==> src/rtl/expr_eval_pkg.sv <==
// Shared definitions for the expression evaluator and its character classifier.
//   - ASCII constants for the recognised characters
//   - FSM state encoding
//   - character-class enumeration
package expr_eval_pkg;

  localparam logic [7:0] CH_0    = 8'h30;
  localparam logic [7:0] CH_9    = 8'h39;
  localparam logic [7:0] CH_PLUS = 8'h2B;
  localparam logic [7:0] CH_MUL  = 8'h2A;
  localparam logic [7:0] CH_EQ   = 8'h3D;

  typedef enum logic [1:0] {
    StOpnd,  // expecting a digit
    StOper,  // expecting an operator or '='
    StErr    // malformed, absorbing until '='
  } state_e;

  typedef enum logic [2:0] {
    ClsDigit,
    ClsPlus,
    ClsMul,
    ClsEq,
    ClsBad
  } char_cls_e;

endpackage

==> src/rtl/expr_eval_char_classify.sv <==
// Combinational ASCII character classifier.
// Ports:
//   char_i  - 8-bit ASCII character
//   cls_o   - character class (digit, '+', '*', '=', other)
//   digit_o - numeric value of the character when cls_o is ClsDigit, else 0
module expr_eval_char_classify
  import expr_eval_pkg::*;
(
  input  logic [7:0] char_i,
  output char_cls_e  cls_o,
  output logic [3:0] digit_o
);

  always_comb begin
    cls_o   = ClsBad;
    digit_o = 4'd0;
    if (char_i >= CH_0 && char_i <= CH_9) begin
      cls_o   = ClsDigit;
      // '0'..'9' are 0x30..0x39, so the low nibble is the value.
      digit_o = char_i[3:0];
    end else if (char_i == CH_PLUS) begin
      cls_o = ClsPlus;
    end else if (char_i == CH_MUL) begin
      cls_o = ClsMul;
    end else if (char_i == CH_EQ) begin
      cls_o = ClsEq;
    end
  end

endmodule

==> src/rtl/expr_eval.sv <==
// Evaluates single-digit expressions of the form digit (op digit)* with op in {'+','*'},
// '*' binding tighter than '+', terminated by '='. One character per cycle.
// Ports:
//   clk      - clock, rising edge
//   clr      - asynchronous active-low reset
//   in_valid - 'in' carries a character this cycle
//   in       - ASCII character
//   ok       - characters since the last terminator form a complete expression
//   partial  - running value acc_sum + acc_prod (meaningful when ok)
//   result   - value of the last successfully terminated expression
//   done     - one-cycle pulse the cycle after '=' is accepted
//   err      - with done: expression was malformed; also high while in the error state
module expr_eval
  import expr_eval_pkg::*;
#(
  parameter int unsigned W = 16
) (
  input  logic         clk,
  input  logic         clr,
  input  logic         in_valid,
  input  logic [7:0]   in,
  output logic         ok,
  output logic [W-1:0] partial,
  output logic [W-1:0] result,
  output logic         done,
  output logic         err
);

  char_cls_e  cls;
  logic [3:0] digit;

  expr_eval_char_classify u_classify (
    .char_i  (in),
    .cls_o   (cls),
    .digit_o (digit)
  );

  state_e       state_d, state_q;
  logic [W-1:0] acc_sum_d, acc_sum_q;
  logic [W-1:0] acc_prod_d, acc_prod_q;
  logic [W-1:0] result_d, result_q;
  logic         done_d, done_q;
  logic         err_d, err_q;

  logic [W-1:0] sum_now;
  logic [W-1:0] prod_next;

  // Both wrap modulo 2^W by construction.
  assign sum_now   = acc_sum_q + acc_prod_q;
  assign prod_next = acc_prod_q * W'(digit);

  always_comb begin
    state_d    = state_q;
    acc_sum_d  = acc_sum_q;
    acc_prod_d = acc_prod_q;
    result_d   = result_q;
    done_d     = 1'b0;
    err_d      = 1'b0;

    if (in_valid) begin
      unique case (state_q)
        StOpnd: begin
          unique case (cls)
            ClsDigit: begin
              acc_prod_d = prod_next;
              state_d    = StOper;
            end
            ClsEq: begin
              // Empty or trailing-operator expression.
              done_d     = 1'b1;
              err_d      = 1'b1;
              acc_sum_d  = '0;
              acc_prod_d = W'(1);
            end
            default: state_d = StErr;
          endcase
        end
        StOper: begin
          unique case (cls)
            ClsPlus: begin
              acc_sum_d  = sum_now;
              acc_prod_d = W'(1);
              state_d    = StOpnd;
            end
            ClsMul: state_d = StOpnd;
            ClsEq: begin
              result_d   = sum_now;
              done_d     = 1'b1;
              acc_sum_d  = '0;
              acc_prod_d = W'(1);
              state_d    = StOpnd;
            end
            default: state_d = StErr;
          endcase
        end
        default: begin
          if (cls == ClsEq) begin
            done_d     = 1'b1;
            err_d      = 1'b1;
            acc_sum_d  = '0;
            acc_prod_d = W'(1);
            state_d    = StOpnd;
          end
        end
      endcase
    end

    // err stays high for as long as the FSM sits in the error state.
    if (state_d == StErr) begin
      err_d = 1'b1;
    end
  end

  always_ff @(posedge clk or negedge clr) begin
    if (!clr) begin
      state_q    <= StOpnd;
      acc_sum_q  <= '0;
      acc_prod_q <= W'(1);
      result_q   <= '0;
      done_q     <= 1'b0;
      err_q      <= 1'b0;
    end else begin
      state_q    <= state_d;
      acc_sum_q  <= acc_sum_d;
      acc_prod_q <= acc_prod_d;
      result_q   <= result_d;
      done_q     <= done_d;
      err_q      <= err_d;
    end
  end

  assign ok      = (state_q == StOper);
  assign partial = sum_now;
  assign result  = result_q;
  assign done    = done_q;
  assign err     = err_q;

endmodule

==> config.mk <==
export PLATFORM = sky130hd
export DESIGN_NAME = expr_eval
export DESIGN_NICKNAME = d
export VERILOG_FILES = /design/src/rtl/expr_eval_pkg.sv /design/src/rtl/expr_eval_char_classify.sv /design/src/rtl/expr_eval.sv
export SDC_FILE = /design/constraint.sdc
export NUM_CORES = 1
export LEC_CHECK = 0
export ABC_CLOCK_PERIOD_IN_PS = 3100
export CAP_MARGIN = 15
export CORE_AREA = 2 2 109 111
export CTS_CLUSTER_SIZE = 25
export DETAILED_ROUTE_END_ITERATION = 7
export DIE_AREA = 0 0 111 113
export SLEW_MARGIN = 10
export SYNTH_ARGS = -nofsm -noshare
export SYNTH_HDL_FRONTEND = slang
export SYNTH_SLANG_ARGS = --single-unit
==> constraint.sdc <==
create_clock -name clk -period 3.1 [get_ports clk]
set_clock_uncertainty 0.2 [all_clocks]
set_input_delay 0.31 -clock clk [delete_from_list [all_inputs] [get_ports clk]]
set_output_delay 0.31 -clock clk [all_outputs]
set_load 0.005 [all_outputs]
# Word level (Yosys, flattened, before mapping)
# Cells that the tools add are included.
[word_totals]
ff_bits = 52
elab_cells = 53
inputBits = 11
out_inout_bits = 35
[classes]
n_reduce_logical = 11
eq_ne = 10
mul = 1
addsub = 1
muxes = 22
magnitude_cmp = 2
[ops]
columns = ["cell", "count"]
rows = [
  ["16-bit case mux with 2 select lines", 3],
  ["16-bit 2-to-1 mux", 4],
  ["8-bit by 6-bit equality test with 1-bit output (second input constant)", 3],
  ["16-bit adder", 1],
  ["16-bit by 4-bit multiplier with 16-bit output", 1],
  ["3-bit 2-to-1 mux", 4],
  ["8-bit by 6-bit greater-or-equal comparator with 1-bit output (second input constant)", 1],
  ["8-bit by 6-bit less-or-equal comparator with 1-bit output (second input constant)", 1],
  ["2-bit case mux with 2 select lines", 2],
  ["3-bit by 2-bit equality test with 1-bit output (second input constant)", 2],
  ["2-bit 2-to-1 mux", 3],
  ["3-bit AND reduction", 2],
  ["1-bit 2-to-1 mux", 5],
  ["4-bit 2-to-1 mux", 1],
  ["4-bit AND reduction", 1],
  ["2-bit nonzero test", 2],
  ["3-bit by 1-bit equality test with 1-bit output (second input constant)", 1],
  ["3-bit zero test", 1],
  ["3-bit by 2-bit inequality test with 1-bit output (second input constant)", 1],
  ["3-bit nonzero test", 1],
  ["3-bit OR reduction", 1],
  ["2-bit by 1-bit equality test with 1-bit output (second input constant)", 1],
  ["2-bit equality test (second input constant)", 1],
  ["2-bit zero test", 1],
  ["3 further kinds", 3],
]

# Logic depth before layout (Yosys ltp)
# Gate-level depths: netlist of run 1.
[logic_depth]
ltp_word = 12
ltp_mapped = 16
depth_no_buf = 15

# Cells and area by module
# A second synthesis of run 1 with hierarchy kept.
[unflattened]
cells_unflattened = 448
area_unflattened_um2 = 4359.2
[modules_own_cells]
columns = ["module", "instances", "cells_each", "area_per_inst_um2", "seq_area_each_um2"]
rows = [
  ["expr_eval", 1, 427, 4210.3, 1302.5],
  ["expr_eval_char_classify", 1, 21, 148.9, 0.0],
]

# Least setup slack after synthesis of run 1
# OpenSTA, ideal clock, no wires.
[synth_timing]
kind = "input-to-reg"
start = "input in[7]"
end = "register acc_prod_q[14]"
setup_time_ns = 0.121
n_path_buf = 1
slack_ns = -1.005
path_stages = 15
t_arrival_ns = 3.784
t_required_ns = 2.779
cell_sequence = "nand4bb_4 -> nor4b_1 -> clkbuf_1 -> nand2_1 -> fa_1 -> fa_1 -> inv_1 -> fa_1 -> a21oi_1 -> nor2b_1 -> o21ai_0 -> a21oi_1 -> o221ai_1 -> xnor2_1 -> a22o_1"
[synth_between]
elab_chain_cells = 9
word_cells_on_any_way = 22
cone_classes = "mul (1); order compare (2); eq/ne (7); mux (7); reduce/logical (5)"
[synth_rtl]
columns = ["item", "line_no", "text"]
rows = [
  ["start, declared", "expr_eval.sv:21", "input logic [7:0] in,"],
  ["branches (longest 9 deep; another with 16-bit by 4-bit multiplier with 16-bit output)", "-", ""],
  ["end signal, assigned", "expr_eval.sv:125", "acc_prod_q <= acc_prod_d;"],
  ["end, declared", "expr_eval.sv:40", "logic [W-1:0] acc_prod_d, acc_prod_q;"],
]
# Several ways; the timed one is not identified.
# A chain may end at the register's enable or synchronous reset.

# Worst setup path in the final report of run 1
[layout_timing]
start = "input in[7]"
end = "register acc_prod_q[15]"
# The elaborated chain is that of the path after synthesis.

==> flow_summary.ini, run 1 <==
[die]
die_w_um = 111
num_rows = 39
core-area_sq_um = 11300
die_area_sq_um = 12500
start_util = 0.397
ioPinCount = 46
die_h_um = 113

[clock_network]
cts_sinks = 52
clkTransAtPathRegs_ns = 0.07
h-tree-depth = 2
clkLatencyLatePin_ns = 0.30
clockRootBuffer = clkbuf_16
clock_path_buffers = 2
cts_tree = done
cts_buffers = 5

[logic_synthesis]
yosys_warnings = 0
synth_fp_nets = 529
synth_ff_type = dfrtp_1
yosysTopAreaCellShare = 0.285
synth_seq_area_share = 0.291
synth_top_cell_by_area = dfrtp_1
synth_area_sq_um = 4480
yosysUniqueCellTypes = 68
synth_edf_count = 0
synth.avg_cell_area_sq_um = 9.71
synth_cells = 461
synth_seq_cells = 52
synth_area_leaders = dfrtp_1 28%, fa_1 12%, ha_1 8.7%, a22o_1 4.7%, and2_1 4.6%
async_flop_share = 1.00

[setup_path]
endpoint = acc_prod_q[15]$_DFFE_PN0P_
cp_max_fo = 7
start_kind = input pin
critPathLaunch = in[7]
reg2reg_depth = 13
path_cells = buf_6 > nand4bb_4 > nor3b_4 > buf_6 > buf_6 > and2_4 > fa_1 > inv_2 > fa_1 > inv_2 > ha_4 > o21a_1 > o2111ai_2 > o21ai_2 > a41oi_2 > xnor2_1 > a22o_1
crit_required_ns = 3.08
worst_path_largest_cell_delay_ns = 0.42
worstReg2RegStart = acc_prod_q[6]$_DFFE_PN0P_
crit_top_cell = buf_6
worst_setup_path_end_kind = flip-flop
crit_slowest_cell = fa_1
reg2reg_to = acc_prod_q[14]$_DFFE_PN0P_
cp.arrival_ns = 3.51
critical_path_class = input pin to flip-flop
r2r_setup_slack_ns = -0.27

[drt]
ant_nets = 0
wl_per_cell_um = 15.8
drc = 0
wirelength_um = 11800
vias = 3773
drt-initial-drc-count = 118
drtPass1Iterations = 4
vias_per_cell = 5.06

[pwr]
p_per_area_nw_per_um2 = 222
seqPwrFrac = 0.478
p_clk_frac = 0.463
worst_ir_drop_vdd_v = 0.000205
p_int_mw = 1.13
power_mw = 1.43
power.switching_mw = 0.304
comb_power_share = 0.059
p_leak_nw = 3.25
swShare = 0.212

[layout]
final_core_util = 0.571
fin_nets = 670
antennaDiodeCount = 0
synthToLayoutAreaGrowth_pct = 43.8
drive_above_1_share = 0.396

[global_route]
grt_pass1_vias = 4086
grt_first_pass_wirelength_um = 19800
grt-ovfl-total = 0
track_usage = 0.194
grt_max_degree = 38
antenna_found_initial = 0

[sta]
slew_headroom = 0.442
drv_slew = 0
fmax_ghz = 0.283
fin_ws_ns = -0.433
rsz0062_at_grt = true
timing.final.crit_period_ns = 3.53
finalSetupViolCount = 12
fin_crit_sh = 1.14
hold_violations = 0
tightest_slew_ns = 0.837

[place]
post-dp-hpwl_um = 9010
place.gp.congestion = 0.872
port_buffers = 45

[run_status]
outcome = complete, but fails checks
violations = setup timing

[hold_path]
hold_class = flip-flop to flip-flop

[run]
drv_cap = 0
## final cells by class
type | count | area (sq um)
clock inverter | 2 | 38.8
timing repair buffer | 148 | 1180
clock buffer | 6 | 139
sequential | 52 | 1300
fill | 1007 | 4830
tap | 143 | 179
multi-input combinational | 340 | 3390
inverter | 55 | 206
## synthesized netlist by cell type (3+ instances only)
cell      count
ha_1         31
a22o_1       24
clkbuf_1      6
xnor2_1      23
a21o_1        7
nand2_1      47
o21bai_1      4
buf_2         5
a211oi_1      3
nor2_1        8
mux2_2       13
xor2_1        7
inv_1        55
nor3_1        3
a21oi_1      20
o211ai_1      3
and2_2        4
o21ai_0      14
and2_1       33
fa_1         26
nand2b_1      5
o21a_1        5
dfrtp_1      51
nor2b_1       5
nand3_1       8
## power by group through the flow
stage / registers (mW) / clock network (mW) / logic [mW]
detailed placement: 0.697 / 0 / 0.0863
floorplan: 0.697 / 0 / 0.0259
finish: 0.684 / 0.662 / 0.0847
CTS: 0.684 / 0.676 / 0.0868
global placement: 0.697 / 0 / 0.0850
global route: 0.684 / 0.711 / 0.0938
## registers in the layout (all words and copies together) (netlist names)
name and count:
acc_prod_q 16, acc_sum_q 16, result 16, state_q 2
done 1, err 1
## through the flow
| step | TNS (ns) | cell area [sq um] | hold WS, ns | worst slack [ns] | cells |
|---|---|---|---|---|---|
| final | -3.26 | 6440 | 0.287 | -0.433 | 746 |
| after detailed placement | -13.42 | 5770 | 0.263 | -1.21 | 719 |
| after floorplan | -4.79 | 4590 | -0.186 | -0.591 | 461 |
| after global placement | -12.41 | 5770 | 0.248 | -1.10 | 719 |
| after CTS | -3.49 | 6330 | 0.291 | -0.431 | 743 |
| after global routing | -5.38 | 6440 | 0.318 | -0.609 | 746 |
## cell usage in the layout, fill, tap and decap left out, types with 4 or more instances in the layout
cell / n
xor2_1: 4
dfrtp_1: 50
ha_1: 20
o21ai_2: 4
a21oi_1: 12
nand2_2: 4
a21o_1: 6
and2_1: 26
buf_4: 96
inv_2: 7
and2_4: 8
o21ai_0: 11
clkdlybuf4s50_1: 27
o21a_1: 5
ha_4: 11
nand3_1: 8
fa_1: 23
nand2_1: 42
mux2_2: 13
clkbuf_16: 5
xnor2_2: 8
buf_6: 7
and2_2: 4
a22o_1: 24
inv_1: 48
buf_2: 11
a21oi_2: 8
xnor2_1: 15
nor2_1: 5
## worst max-delay path, delay by kind of cell
family | cells | cell delay [ns]
adders and majority gates | 3 | 1.00
AOI/OAI and AO/OA | 5 | 0.95
and+or+nand+nor | 3 | 0.66
buffers and inverters | 5 | 0.50
xor gates and xnor gates | 1 | 0.09
## metal layers
layer  global-route usage  share of wire  wire [um]  up-vias
li1                     -              -          -     1850
met1                0.245           0.45       5310     1856
met4               0.0517          0.016        189        0
met3               0.0214          0.022        260       11
met5                    0              0          0        -
met2                0.353           0.51       6050       56
## cells by family (layout without fill, tap and decap cells)
group,after synthesis,in the layout,share of synthesized area
compound gates,100,100,0.161
xor+xnor,30,30,0.0587
fa+ha+maj,57,57,0.203
buf+inv,69,211,0.0617
flops,52,52,0.291
mux,13,13,0.0327
simple gates,140,140,0.193
## what timing repair did
item	CTS	global route
setup buffers	16	7
cloned	0	0
endpoints found under the hold margin	34	0
hold buffers	1	0
setup endpoints to repair	24	22
pin swaps	49	20
gates resized for setup	109	29
## how the worst min path moves through the flow
stage	end	slack, ns	from	cells after the start
5_1_grt	result[3]$_DFFE_PN0P_	0.32	result[3]$_DFFE_PN0P_	1
4_1_cts	acc_sum_q[9]$_DFFE_PN0P_	0.29	acc_sum_q[9]$_DFFE_PN0P_	2
6_report	acc_sum_q[9]$_DFFE_PN0P_	0.29	acc_sum_q[9]$_DFFE_PN0P_	2
2_1_floorplan	acc_prod_q[10]$_DFFE_PN0P_	-0.19	clr	0
3_3_place_gp	result[3]$_DFFE_PN0P_	0.25	clr	1
3_5_place_dp	result[1]$_DFFE_PN0P_	0.26	clr	1
No activity file was read; power rests on OpenSTA's default activity.
==> run 2, diff against run 1 <==
--- a/config.mk
+++ b/config.mk
@@ -5,12 +5,13 @@
 export SDC_FILE = /design/constraint.sdc
 export NUM_CORES = 1
 export LEC_CHECK = 0
+export ABC_AREA = 1
 export ABC_CLOCK_PERIOD_IN_PS = 3100
 export CAP_MARGIN = 15
-export CORE_AREA = 2 2 109 111
+export CORE_AREA = 2 2 112 114
 export CTS_CLUSTER_SIZE = 25
 export DETAILED_ROUTE_END_ITERATION = 7
-export DIE_AREA = 0 0 111 113
+export DIE_AREA = 0 0 114 116
 export SLEW_MARGIN = 10
 export SYNTH_ARGS = -nofsm -noshare
 export SYNTH_HDL_FRONTEND = slang
==> flow_summary.ini, run 2 <==
[pwr]
p_clk_frac = 0.321
swShare = 0.320
p_per_area_nw_per_um2 = 256
power_mw = 1.81
p_int_mw = 1.23
seqPwrFrac = 0.408
comb_power_share = 0.271
p_leak_nw = 3.40
worst_ir_drop_vdd_v = 0.000242
power.switching_mw = 0.578

[die]
die_w_um = 114
ioPinCount = 46
num_rows = 40
core-area_sq_um = 11900
start_util = 0.393
die_area_sq_um = 13200
die_h_um = 116

[run]
drv_cap = 0

[layout]
drive_above_1_share = 0.377
mostFrequentLayoutCells = 134 x nand2_1, 102 x inv_1, 102 x buf_4, 51 x dfrtp_1, 35 x nor2_1
fin_nets = 862
final_common_cell = nand2_1
synthToLayoutAreaGrowth_pct = 50.9
antennaDiodeCount = 0

[setup_path]
critical_path_class = input pin to flip-flop
cp.arrival_ns = 3.39
crit_required_ns = 3.10
critPathLaunch = in[4]
cp_max_fo = 5
start_kind = input pin
worst_setup_path_end_kind = flip-flop
worstReg2RegStart = acc_prod_q[3]$_DFFE_PN0P_

[sta]
drv_slew = 0
fmax_ghz = 0.295
hold_violations = 0
fin_ws_ns = -0.293
finalSetupViolCount = 10
fin_crit_sh = 1.09
timing.final.crit_period_ns = 3.39
slew_headroom = 0.596
tightest_slew_ns = 0.606
rsz0062_at_grt = true
worst_hold_slack_ns = 0.286

[global_route]
grt_pass1_vias = 4976
grt-ovfl-total = 0
grt_max_degree = 28
antenna_found_initial = 0
track_usage = 0.220
grt_first_pass_wirelength_um = 23200

[clock_network]
clockRootBuffer = clkbuf_16
h-tree-depth = 2
cts_tree = done
clock_path_buffers = 2
cts_buffers = 5
clkLatencyLatePin_ns = 0.30
cts_sinks = 52
clkTransAtPathRegs_ns = 0.08

[place]
post-dp-hpwl_um = 10300
place.gp.congestion = 0.899
port_buffers = 45

[logic_synthesis]
synth_top_cell_by_area = dfrtp_1
yosysTopAreaCellShare = 0.273
yosysUniqueCellTypes = 40
synth_ff_type = dfrtp_1
synth_most_common_cell = nand2_1
synth_edf_count = 0
async_flop_share = 1.00
synth_fp_nets = 706
synth_commonest_cells = 159 x nand2_1, 128 x inv_1, 60 x nor2_1
synth_area_sq_um = 4680
synth_seq_area_share = 0.279
yosys_warnings = 0
synth.avg_cell_area_sq_um = 7.33
synth_cells = 638
synth_seq_cells = 52
synth_area_leaders = dfrtp_1 27%, nand2_1 13%, fa_1 11%, inv_1 10%, ha_1 8.3%

[drt]
vias = 4711
wirelength_um = 14000
wl_per_cell_um = 14.9
ant_nets = 0
drc = 0
drtPass1Iterations = 4
vias_per_cell = 5.00
drt-initial-drc-count = 276

[hold_path]
hold_class = flip-flop to flip-flop
hold_path_startpoint = result[14]$_DFFE_PN0P_

[run_status]
violations = setup timing
outcome = complete, but fails checks
[run 2: path summary, 6_finish.rpt]
check	to	slack (ns)	cells after the start
max in group asynchronous	acc_prod_q[0]$_DFFE_PN1P_	1.48	3
min reg2reg	result[14]$_DFFE_PN0P_	0.29	2
min in group asynchronous	result[15]$_DFFE_PN0P_	0.36	2
max reg2reg	acc_prod_q[13]$_DFFE_PN0P_	-0.24	19
max	acc_prod_q[13]$_DFFE_PN0P_	-0.29	25
min	result[14]$_DFFE_PN0P_	0.29	2
[run 2: per-stage QoR]
step	instance area (sq um)	worst slack, ns	util	instances	setup TNS [ns]
2_1_floorplan	4890	-0.142	-	638	-0.773
3_3_place_gp	6040	-1.06	0.507	898	-10.57
3_5_place_dp	6040	-1.08	0.507	898	-11.51
4_1_cts	6770	-0.196	0.568	931	-1.49
5_1_grt	7060	-0.472	0.592	942	-3.78
6_report	7060	-0.293	0.592	942	-1.95
[run 2: power by group through the flow]
stage                     Clock, mW  Sequential (mW)  Combinational, mW
after floorplan                   0            0.749              0.221
after global placement            0            0.751              0.433
after detailed placement          0            0.752              0.440
after CTS                     0.590            0.738              0.470
after global routing          0.613            0.741              0.537
final                         0.580            0.739              0.490
[run 2: final cells by class]
cell class | count | area [sq um]
Clock inverter | 2 | 16.3
Multi-Input combinational cell | 445 | 3560
Tap cell | 147 | 184
Clock buffer | 6 | 129
Inverter | 133 | 522
Fill cell | 1090 | 4860
Timing Repair inverter | 1 | 16.3
Sequential cell | 52 | 1300
Timing Repair Buffer | 156 | 1320
[run 2: metal layers]
metal / GRT usage / up-vias / wire, um
li1: - / 2299 / -
met5: 0 / - / 0
met2: 0.412 / 99 / 7390
met3: 0.0251 / 27 / 516
met4: 0.0626 / 0 / 345
met1: 0.266 / 2286 / 5780
[run 2: worst max-delay path, cell delays in order]
cell      delay [ns]
buf_6           0.10
nand2_4         0.07
inv_4           0.04
nand4_1         0.14
nor2_4          0.07
buf_12          0.14
clkinv_8        0.07
nor2_4          0.03
fa_1            0.54
inv_2           0.05
fa_1            0.54
inv_2           0.05
ha_4            0.29
nand2_4         0.06
buf_4           0.13
nor2_2          0.06
nand2_1         0.07
nand2_2         0.10
nand2_2         0.07
nand2_2         0.09
nand2_2         0.06
nand2_2         0.08
a21oi_2         0.06
o21ai_1         0.10
nand2_1         0.07
[run 2: kinds of logic after synthesis]
family | count (synthesis) | share of synthesized area
buffers and inverters | 141 | 0.117
flip-flops | 52 | 0.279
adder cells (fa/ha/maj) | 57 | 0.194
AO/OA/AOI/OAI | 81 | 0.108
XOR/XNOR | 13 | 0.0244
AND/OR/NAND/NOR | 294 | 0.278
[run 2: timing repair]
item | in CTS | in global routing
setup endpoints to repair | 22 | 17
pin swaps | 68 | 35
cloned | 1 | 0
buffers inserted | 23 | 11
gates resized for setup | 142 | 50
endpoints found under the hold margin | 26 | 0
hold buffers | 1 | 0
==> run 3, diff against run 2 <==
--- a/config.mk
+++ b/config.mk
@@ -12,6 +12,7 @@
 export CTS_CLUSTER_SIZE = 25
 export DETAILED_ROUTE_END_ITERATION = 7
 export DIE_AREA = 0 0 114 116
+export GPL_TIMING_DRIVEN = 0
 export SLEW_MARGIN = 10
 export SYNTH_ARGS = -nofsm -noshare
 export SYNTH_HDL_FRONTEND = slang
==> flow_summary.ini, run 3 (synthesized netlist as in run 2, its figures left out) <==
[hold_path]
hold_class = input pin to flip-flop

[die]
num_rows = 40
die_area_sq_um = 13200
core-area_sq_um = 11900
die_w_um = 114
ioPinCount = 46
die_h_um = 116
start_util = 0.393

[setup_path]
cp_max_fo = 4
start_kind = input pin
worst_setup_path_end_kind = flip-flop
cp.arrival_ns = 3.44
crit_required_ns = 3.11
critical_path_class = input pin to flip-flop

[clock_network]
h-tree-depth = 2
clkLatencyLatePin_ns = 0.29
cts_sinks = 52
cts_tree = done
cts_buffers = 5
clkTransAtPathRegs_ns = 0.08
clockRootBuffer = clkbuf_16
clock_path_buffers = 2

[drt]
vias = 4347
drc = 0
ant_nets = 0
wl_per_cell_um = 14.4
drtPass1Iterations = 4
wirelength_um = 12500
vias_per_cell = 5.02
drt-initial-drc-count = 163

[pwr]
power.switching_mw = 0.541
p_int_mw = 1.28
p_per_area_nw_per_um2 = 288
p_leak_nw = 3.11
p_clk_frac = 0.368
comb_power_share = 0.219
swShare = 0.297
power_mw = 1.82
worst_ir_drop_vdd_v = 0.000314
seqPwrFrac = 0.413

[sta]
fin_crit_sh = 1.11
tightest_slew_ns = 0.641
worst_hold_slack_ns = 0.271
drv_slew = 0
fmax_ghz = 0.291
fin_ws_ns = -0.333
timing.final.crit_period_ns = 3.43
finalSetupViolCount = 11
hold_violations = 0
rsz0062_at_grt = true
slew_headroom = 0.573
tns_ns = -2.71

[place]
place.gp.congestion = 0.851
post-place-ws_ns = -1.31
post-dp-hpwl_um = 9590
port_buffers = 45

[global_route]
grt_pass1_vias = 4365
antenna_found_initial = 0
grt_first_pass_wirelength_um = 20600
grt_max_degree = 29
track_usage = 0.196
grt-ovfl-total = 0

[run_status]
violations = setup timing
outcome = complete, but fails checks

[layout]
final_common_cell = nand2_1
fillCellCount = 1149
drive_above_1_share = 0.270
fin_nets = 786
antennaDiodeCount = 0
mostFrequentLayoutCells = 143 x nand2_1, 107 x inv_1, 50 x dfrtp_1, 38 x nor2_1, 32 x clkdlybuf4s50_1
synthToLayoutAreaGrowth_pct = 34.9

[run]
drv_cap = 0
## run 3: changes by cell type in the layout (fill, tap and decap cells not counted), moves of 4 or more
cell	change
ha_4	-7
inv_1	+5
buf_6	-7
nand2_2	-9
dlygate4sd2_1	-4
a21oi_2	-4
inv_2	-4
buf_4	-74
ha_1	+7
a21oi_1	+5
nor2_4	-6
nand2_1	+9
## run 3: power groups by stage
stage          sequential, mW  clock [mW]  combinational [mW]
2_1_floorplan           0.749           0               0.221
3_3_place_gp            0.760           0               0.357
3_5_place_dp            0.760           0               0.364
4_1_cts                 0.748       0.678               0.384
5_1_grt                 0.754       0.703               0.439
6_report                0.751       0.668               0.398
## run 3: critical path: stages
cell and delay (ns):
buf_8 0.10, nor2_4 0.14, nand4_1 0.19, nor2_4 0.30
buf_4 0.16, nand2_2 0.05, fa_1 0.45, fa_1 0.50
inv_1 0.07, fa_2 0.37, nand3_2 0.08, nand2_2 0.09
inv_1 0.07, nor2_1 0.06, o21ai_1 0.12, nand2_1 0.10
nand2_1 0.06, nand2_1 0.06, o22ai_2 0.15
## run 3: area by class of cell
class / instances / area, sq um / share of cell area
clock buffer: 6 / 139 / 0.0220
inverter: 133 / 512 / 0.0811
sequential: 52 / 1300 / 0.207
timing repair inverter: 1 / 8.76 / 0.00139
timing repair buffer: 72 / 666 / 0.105
multi-input combinational: 445 / 3390 / 0.537
buffer: 8 / 68.8 / 0.0109
tap: 147 / 184 / 0.0291
clock inverter: 2 / 38.8 / 0.00615
## run 3: final timing paths
| check | cells past startpoint | slack, ns | to | start |
|---|---|---|---|---|
| min in group asynchronous | 2 | 0.38 | err$_DFF_PN0_ | clr |
| worst max register to register | 18 | -0.27 | acc_prod_q[13]$_DFFE_PN0P_ | acc_prod_q[5]$_DFFE_PN0P_ |
| max in group asynchronous | 3 | 1.71 | acc_prod_q[1]$_DFFE_PN0P_ | clr |
| worst max-delay path | 19 | -0.33 | acc_prod_q[8]$_DFFE_PN0P_ | in[6] |
| worst min register to register | 2 | 0.29 | result[12]$_DFFE_PN0P_ | result[12]$_DFFE_PN0P_ |
| worst min-delay path | 6 | 0.27 | result[15]$_DFFE_PN0P_ | in[7] |
## run 3: through the flow
step | util | cell area [sq um] | instances
final | 0.530 | 6310 | 866
after CTS | 0.505 | 6020 | 857
after detailed placement | 0.465 | 5540 | 831
after floorplan | - | 4890 | 638
after global routing | 0.530 | 6310 | 866
after global placement | 0.464 | 5530 | 830
## run 3: repair_timing
item	4_1_cts	5_1_grt
setup endpoints to repair	20	22
buffers inserted	15	9
cloned	2	0
pin swaps	24	28
endpoints found under the hold margin	23	0
resized for setup	84	57
hold buffers	1	0
## run 3: routing by layer
layer	vias up	routed length (um)	share of wire	track usage
met5	-	0	0	0
met3	17	409	0.033	0.0225
met4	0	264	0.021	0.0553
met2	70	6240	0.50	0.348
li1	2146	-	-	-
met1	2114	5560	0.45	0.255
